$ cat src/rtl/alu_seq_pkg.sv
// Shared types and constants for the ALU command sequencer.
// The optional status byte is enabled by defining ALU_SEQ_STATUS_EN.
package alu_seq_pkg;

   typedef enum logic [3:0] {
      IDLE,
      GET_AL,
      GET_AH,
      GET_BL,
      GET_BH,
      EXEC,
      WAIT,
`ifdef ALU_SEQ_STATUS_EN
      SEND_S,
`endif
      SEND_L,
      SEND_H
   } seq_state_e;

   localparam logic [3:0] FRAME_TAG = 4'hA;

   localparam logic [3:0] FUN_ADD = 4'd0;
   localparam logic [3:0] FUN_SUB = 4'd1;
   localparam logic [3:0] FUN_MUL = 4'd2;
   localparam logic [3:0] FUN_DIV = 4'd3;

   localparam int unsigned WAIT_TIMEOUT = 4;

   // A command byte carries the frame tag and one of the supported functions.
   function automatic logic is_cmd(input logic [7:0] b);
      logic fun_ok;
      case (b[3:0])
         FUN_ADD, FUN_SUB, FUN_MUL, FUN_DIV: fun_ok = 1'b1;
         default:                            fun_ok = 1'b0;
      endcase
      return (b[7:4] == FRAME_TAG) && fun_ok;
   endfunction

endpackage

$ cat src/rtl/alu_seq_tx_ser.sv
// Byte serializer: holds the captured response and shifts it out LSB first
// over a valid/ready handshake.
module alu_seq_tx_ser
   import alu_seq_pkg::*;
#(
   parameter int unsigned N_BYTES = 2
) (
   input  logic                 clk,
   input  logic                 rst,
   input  logic                 load_i,
   input  logic [N_BYTES*8-1:0] data_i,
   input  logic                 tx_ready_i,
   output logic [7:0]           tx_data_o,
   output logic                 tx_valid_o,
   output logic                 accept_o,
   output logic                 last_o
);

   localparam int unsigned CW = (N_BYTES > 1) ? $clog2(N_BYTES) : 1;

   logic [N_BYTES*8-1:0] buf_q;
   logic [CW-1:0]        left_q;
   logic                 valid_q;

   assign accept_o   = valid_q && tx_ready_i;
   assign last_o     = (left_q == '0);
   assign tx_data_o  = buf_q[7:0];
   assign tx_valid_o = valid_q;

   // The outgoing byte is always the bottom of the buffer, so it can only
   // move on an accepted handshake.
   always_ff @(posedge clk or posedge rst) begin
      if (rst) begin
         buf_q   <= '0;
         left_q  <= '0;
         valid_q <= 1'b0;
      end else if (load_i) begin
         buf_q   <= data_i;
         left_q  <= CW'(N_BYTES - 1);
         valid_q <= 1'b1;
      end else if (accept_o) begin
         buf_q <= buf_q >> 8;
         if (last_o) begin
            valid_q <= 1'b0;
         end else begin
            left_q <= left_q - 1'b1;
         end
      end
   end

endmodule

$ cat src/rtl/alu_cmd_sequencer.sv
// Parses tagged command frames from a byte stream, drives an external ALU and
// returns the result bytes. Defining ALU_SEQ_STATUS_EN prepends a status byte.
module alu_cmd_sequencer
   import alu_seq_pkg::*;
#(
   parameter int unsigned OPERAND_WIDTH = 16
) (
   input  logic                     clk,
   input  logic                     RST,
   input  logic [7:0]               rx_data,
   input  logic                     rx_valid,
   output logic [OPERAND_WIDTH-1:0] alu_A,
   output logic [OPERAND_WIDTH-1:0] alu_B,
   output logic [3:0]               alu_fun,
   output logic                     arith_enable,
   input  logic [OPERAND_WIDTH-1:0] arith_out,
   input  logic                     arith_flag,
   output logic [7:0]               tx_data,
   output logic                     tx_valid,
   input  logic                     tx_ready,
   output logic                     busy,
   output logic                     err
);

   localparam int unsigned NB       = OPERAND_WIDTH / 8;
   localparam int unsigned IW       = (NB > 1) ? $clog2(NB) : 1;
   localparam logic [IW-1:0] LAST_IDX = IW'(NB - 1);

`ifdef ALU_SEQ_STATUS_EN
   localparam int unsigned TX_BYTES   = NB + 1;
   localparam seq_state_e  SEND_FIRST = SEND_S;
`else
   localparam int unsigned TX_BYTES   = NB;
   localparam seq_state_e  SEND_FIRST = SEND_L;
`endif

   seq_state_e               state_q;
   logic [OPERAND_WIDTH-1:0] a_q;
   logic [OPERAND_WIDTH-1:0] b_q;
   logic [3:0]               fun_q;
   logic [IW-1:0]            idx_q;
   logic [2:0]               wait_q;
   logic                     en_q;
   logic                     err_q;

   logic                     ser_load;
   logic                     ser_accept;
   logic                     ser_last;
   logic [TX_BYTES*8-1:0]    ser_data;
   logic                     rx_stray;

   assign ser_load = (state_q == WAIT) && arith_flag;
   assign rx_stray = rx_valid &&
                     !(state_q inside {IDLE, GET_AL, GET_AH, GET_BL, GET_BH});

`ifdef ALU_SEQ_STATUS_EN
   assign ser_data = {arith_out, FRAME_TAG, fun_q};
`else
   assign ser_data = arith_out;
`endif

   // GET_AH/GET_BH repeat for every operand byte above the lowest one.
   always_ff @(posedge clk or posedge RST) begin
      if (RST) begin
         state_q <= IDLE;
         a_q     <= '0;
         b_q     <= '0;
         fun_q   <= '0;
         idx_q   <= '0;
         wait_q  <= '0;
         en_q    <= 1'b0;
         err_q   <= 1'b0;
      end else begin
         en_q  <= 1'b0;
         err_q <= rx_stray;
         unique case (state_q)
            IDLE: begin
               if (rx_valid) begin
                  if (is_cmd(rx_data)) begin
                     fun_q   <= rx_data[3:0];
                     idx_q   <= '0;
                     state_q <= GET_AL;
                  end else begin
                     err_q <= 1'b1;
                  end
               end
            end
            GET_AL, GET_AH: begin
               if (rx_valid) begin
                  a_q[idx_q*8 +: 8] <= rx_data;
                  if (idx_q == LAST_IDX) begin
                     idx_q   <= '0;
                     state_q <= GET_BL;
                  end else begin
                     idx_q   <= idx_q + 1'b1;
                     state_q <= GET_AH;
                  end
               end
            end
            GET_BL, GET_BH: begin
               if (rx_valid) begin
                  b_q[idx_q*8 +: 8] <= rx_data;
                  if (idx_q == LAST_IDX) begin
                     idx_q   <= '0;
                     en_q    <= 1'b1;
                     state_q <= EXEC;
                  end else begin
                     idx_q   <= idx_q + 1'b1;
                     state_q <= GET_BH;
                  end
               end
            end
            EXEC: begin
               wait_q  <= '0;
               state_q <= WAIT;
            end
            WAIT: begin
               if (arith_flag) begin
                  state_q <= SEND_FIRST;
               end else if (wait_q == 3'(WAIT_TIMEOUT - 1)) begin
                  err_q   <= 1'b1;
                  state_q <= IDLE;
               end else begin
                  wait_q <= wait_q + 1'b1;
               end
            end
`ifdef ALU_SEQ_STATUS_EN
            SEND_S: begin
               if (ser_accept) begin
                  state_q <= SEND_L;
               end
            end
`endif
            SEND_L, SEND_H: begin
               if (ser_accept) begin
                  state_q <= ser_last ? IDLE : SEND_H;
               end
            end
            default: state_q <= IDLE;
         endcase
      end
   end

   alu_seq_tx_ser #(
      .N_BYTES (TX_BYTES)
   ) u_tx_ser (
      .clk        (clk),
      .rst        (RST),
      .load_i     (ser_load),
      .data_i     (ser_data),
      .tx_ready_i (tx_ready),
      .tx_data_o  (tx_data),
      .tx_valid_o (tx_valid),
      .accept_o   (ser_accept),
      .last_o     (ser_last)
   );

   assign alu_A        = a_q;
   assign alu_B        = b_q;
   assign alu_fun      = fun_q;
   assign arith_enable = en_q;
   assign busy         = (state_q != IDLE);
   assign err          = err_q;

endmodule

$ cat config.mk
export PLATFORM = sky130hd
export DESIGN_NAME = alu_cmd_sequencer
export DESIGN_NICKNAME = d
export VERILOG_FILES = /design/src/rtl/alu_seq_pkg.sv /design/src/rtl/alu_seq_tx_ser.sv /design/src/rtl/alu_cmd_sequencer.sv
export SDC_FILE = /design/constraint.sdc
export NUM_CORES = 1
export LEC_CHECK = 0
export CORE_ASPECT_RATIO = 0.6
export CORE_MARGIN = 2
export CORE_UTILIZATION = 49
export DETAILED_ROUTE_END_ITERATION = 6
export PLACE_DENSITY = 0.92
export SLEW_MARGIN = 20
export SYNTH_ARGS = -nofsm -noshare
export SYNTH_HDL_FRONTEND = slang
export SYNTH_HIERARCHICAL = 1
export SYNTH_SLANG_ARGS = --single-unit
$ cat constraint.sdc
create_clock -name clk -period 2 [get_ports clk]
set_input_delay 0.6 -clock clk [delete_from_list [all_inputs] [get_ports clk]]
set_output_delay 0.6 -clock clk [all_outputs]
set_load 0.005 [all_outputs]
Word-level counts from Yosys, hierarchy flattened
Cells that the tools add are included.

$add $sub $neg: 4. Equal/unequal tests: 23. Multiplexer cells: 40. Reductions and logical operators: 24. Shift-type cells: 2.

Operators with widths (number): negation 4 -> 34 bit (1); variable shift 8 x 34 -> 16 bit (first input constant) (1); indexed part select 8 x 34 -> 16 bit (1); bitwise mux 16 bit (2); 2-to-1 mux 16 bit (2); 2-to-1 mux 4 bit (8); case mux 4 bit (6 select lines) (1); 2-to-1 mux 1 bit (22); == test 4 x 2 -> 1 bit (second input constant) (4); == test 4 x 3 -> 1 bit (second input constant) (4); != test 2 bit (second input constant) (7); == test 4 x 1 -> 1 bit (second input constant) (2); == test 4 bit (second input constant) (2); zero test 4 bit (2); OR reduction 4 bit (2); 2-to-1 mux 3 bit (2); case mux 3 bit (2 select lines) (1); AND reduction 2 bit (3); AND reduction 3 bit (2); AND reduction 6 bit (1); nonzero test 2 bit (3); OR reduction 2 bit (3); nonzero test 5 bit (1); logical AND 1 bit (4); 10 further kinds (12).

Flip-flop bits (word level): 64. Logic and storage cells: 104. Bits of input ports: 29. Output and inout port bits: 48.

Longest topological paths before layout
Depth in word-level cells: 9. Gate-level depth with buffers: 8. Mapped depth without buffers: 6.

By module
Netlist, hierarchy kept.

Modules (own cells, without submodules): alu_cmd_sequencer (area each 2058.2 µm², instances 1, cells an instance 155, seq. area each 1151.1 µm²); alu_seq_tx_ser (area each 1024.7 µm², instances 1, cells an instance 96, seq. area each 450.4 µm²).

Least setup slack after synthesis
OpenSTA, ideal clock, no wires.

Path kind: input to register. From: in rx_valid. To: reg a_q[10], in the netlist alu_A[10]. Path slack: 0.192 ns. Arrival time: 1.683 ns. Path buffers: 0. Library setup time: 0.125 ns. Data required time: 1.875 ns. Cell stages on the path: 4. Cell sequence: nor2b_1 nand2_1 a211oi_2 mux2_2.

Longest elaborated chain between the ends: 1.

Ends and longest elaborated chain: start: declaration (line alu_cmd_sequencer.sv:11) `input logic rx_valid,`; AND reduction 2 bit (no line); end signal: indexed assignment (line alu_cmd_sequencer.sv:90) `a_q[idx_q*8 +: 8] <= rx_data;`; end: declaration (line alu_cmd_sequencer.sv:38) `logic [OPERAND_WIDTH-1:0] a_q;`.

Every way passes these cells. A chain may end at the register's enable or synchronous reset.

Final worst setup path
From: in rx_valid. To: reg a_q[15], in the netlist alu_A[15].

The elaborated chain is that of the path after synthesis.

==> results.ini <==
[clocking]
cts_hold_buf = 0
cts_tree = yes
root_buffer = clkbuf_8
cts_max_level = 3
clkTransAtPathRegs_ps = 70
clk_path_buf_depth = 2
clock-sinks = 64
clk_latency_ps = 330
cts_buffers = 9

[sta]
finalMaxSlewViolations = 0
clock_skew_ps = 10.5
finalCriticalPeriod_ps = 2020
finalSetupViolations = 5
relSlewSlack = 0.732
rsz0062_at_grt = yes
fmax_mhz = 496
finalHoldViolCount = 0
tns_ps = -61.9
finalWorstSetupSlack_ps = -17.5
tightestPinTransition_ps = 397
whs_ps = 487
post-route-period-util = 1.01

[power_and_ir_drop]
leakagePower_nw = 1.88
p_comb_frac = 0.464
power.density_nw_per_um2 = 1530
p_sw_frac = 0.316
sequentialPowerShare = 0.327
p_int_mw = 4.58
irDropWorstVdd_mv = 0.846
clkPwrFrac = 0.209
net-switching-power_mw = 2.12

[layout]
seq_area_um2 = 1600
num-fill-cells = 384
instances_no_fill = 439
syn_to_final_growth_pct = 42.1
drive_gt1_frac = 0.324
diodes = 0
nets = 381
multiInputGateArea_um2 = 1290

[drt]
drc = 0
drt_iter0_markers = 166
vias_per_cell = 5.32
wl_um = 7510
wl_per_cell_um = 17.1
drtPass1Iterations = 5
vias = 2335
ant_nets = 0

[worst_hold_path]
min_path_type = flip-flop to flip-flop

[logic_synthesis]
synth_commonest_cells = 64 x dfrtp_1, 27 x nand2_1, 26 x mux2_2, 16 x inv_1
syn_inst = 251
synth_cell_types = 47
synth_edf_count = 0
seq_area_frac_synth = 0.519
synth.most_common_cell = dfrtp_1
synth_area_leaders = dfrtp_1 52%, mux2_2 9.5%, mux2_4 3.9%, o311ai_2 3.7%, nand2_1 3.3%
syn_avg_cell_area_um2 = 12.3
netlist_area_um2 = 3080
ys_seq_elements = 64
ys.flop_type = dfrtp_1
synthArstFlopShare = 1.00
synth_top_cell_area_share = 0.519
yosys.area.top_type = dfrtp_1
synth_warnings = 6
syn_nets = 282

[die]
initial_utilization = 0.507
core_um2 = 6080
die-area_um2 = 6960
die_w_um = 106
rows = 22
pin_count = 77
die_y_um = 65.4

[grt]
grt_pass1_vias = 2380
antenna_found_initial = 0
overflow = 0
track_usage = 0.233
grt_pass1_wl_um = 12300
grt_max_degree = 47

[critical_path]
start_kind = input pin
required_ps = 2210
endpoint_kind = flip-flop
worstSetupPathType = input pin to flip-flop
path_max_fanout = 8
arrival_ps = 2230

[placement]
gp_congestion = 0.913
place_ws_ps = -316
io_buffers = 76
placedCellCount = 420
place_hpwl_um = 5320

[flow_run]
cap_violations = 0

[status]
status = finished, violations left
violations = setup timing

-- layer usage --
layer | routed length, um | global-route usage | up-vias | part of all wire
met5 | 0 | 0 | - | 0
met4 | 42 | 0.0757 | 0 | 0.0056
met3 | 384 | 0.0437 | 8 | 0.051
met2 | 3710 | 0.366 | 72 | 0.49
met1 | 3380 | 0.328 | 1177 | 0.45
li1 | - | - | 1078 | -
-- metrics by stage --
stage	area [um2]	utilization	total power, mW
6_report	4380	0.720	6.70
3_5_place_dp	4050	0.666	5.14
5_1_grt	4380	0.720	7.07
2_1_floorplan	3080	-	3.77
4_1_cts	4340	0.713	6.64
3_3_place_gp	4050	0.666	5.00
-- logic make-up after synthesis --
group / after synthesis / synth area share
AND/OR/NAND/NOR: 69 / 0.127
multiplexers: 34 / 0.134
AO/OA/AOI/OAI: 44 / 0.138
adder cells (fa/ha/maj): 2 / 0.00812
flip-flops: 64 / 0.519
buffers and inverters: 38 / 0.0735
-- sequential cells by signal (all words and copies together) (netlist names) --
name,cells
u_tx_ser/buf_q,16
u_tx_ser/left_q,1
arith_enable,1
wait_q,3
alu_B,16
alu_A,16
u_tx_ser/tx_valid_o,1
err,1
alu_fun,4
idx_q,1
state_q,4
-- final cells by class --
cell class,instances,share of cell area
flip-flops and latches,64,0.366
multi-input cells,149,0.295
repair buffers,109,0.243
clock buffers,11,0.0346
well taps,84,0.0240
clock inverters,5,0.0234
inverters,17,0.0146
-- worst max-delay path: stages --
cell and delay, ps:
clkdlybuf4s50_1 510, nor2b_2 230, nand2_2 140, a211oi_4 220, buf_6 180, mux2_2 340
-- cells in the final DEF, fill, tap and decap left out, types with 4 or more instances in the layout --
master,n
nand4b_1,9
dfrtp_1,64
o21ai_0,7
clkbuf_8,11
buf_4,28
clkdlybuf4s50_1,75
inv_1,14
mux2_4,8
o311ai_2,7
nand2_1,26
buf_12,4
mux2_2,26
o21ai_2,8
nor2_1,5
nand2b_1,10
-- what timing repair did --
item                       CTS  global route
buffers inserted             2             1
setup endpoints to repair   17            20
pin swaps                    2             2
gates resized for setup     10             5
-- worst paths after layout --
path / slack, ps / end / cells past startpoint / startpoint
setup / recovery: -20 / alu_A[15] / 6 / rx_valid
hold / removal: 490 / wait_q[1] / 2 / wait_q[1]
setup reg to reg: 100 / alu_B[0] / 6 / state_q[2]
hold reg to reg: 490 / wait_q[1] / 2 / wait_q[1]
max in group asynchronous: 1140 / alu_B[7] / 3 / RST
min in group asynchronous: 620 / u_tx_ser/buf_q[1] / 3 / RST
-- power groups by stage --
stage	registers [mW]	logic, mW	clock network, mW
2_1_floorplan	2.16	1.61	0
5_1_grt	2.25	3.34	1.48
4_1_cts	2.19	3.04	1.41
3_5_place_dp	2.20	2.94	0
3_3_place_gp	2.16	2.84	0
6_report	2.19	3.11	1.40
(Power assumes the default switching activity.)
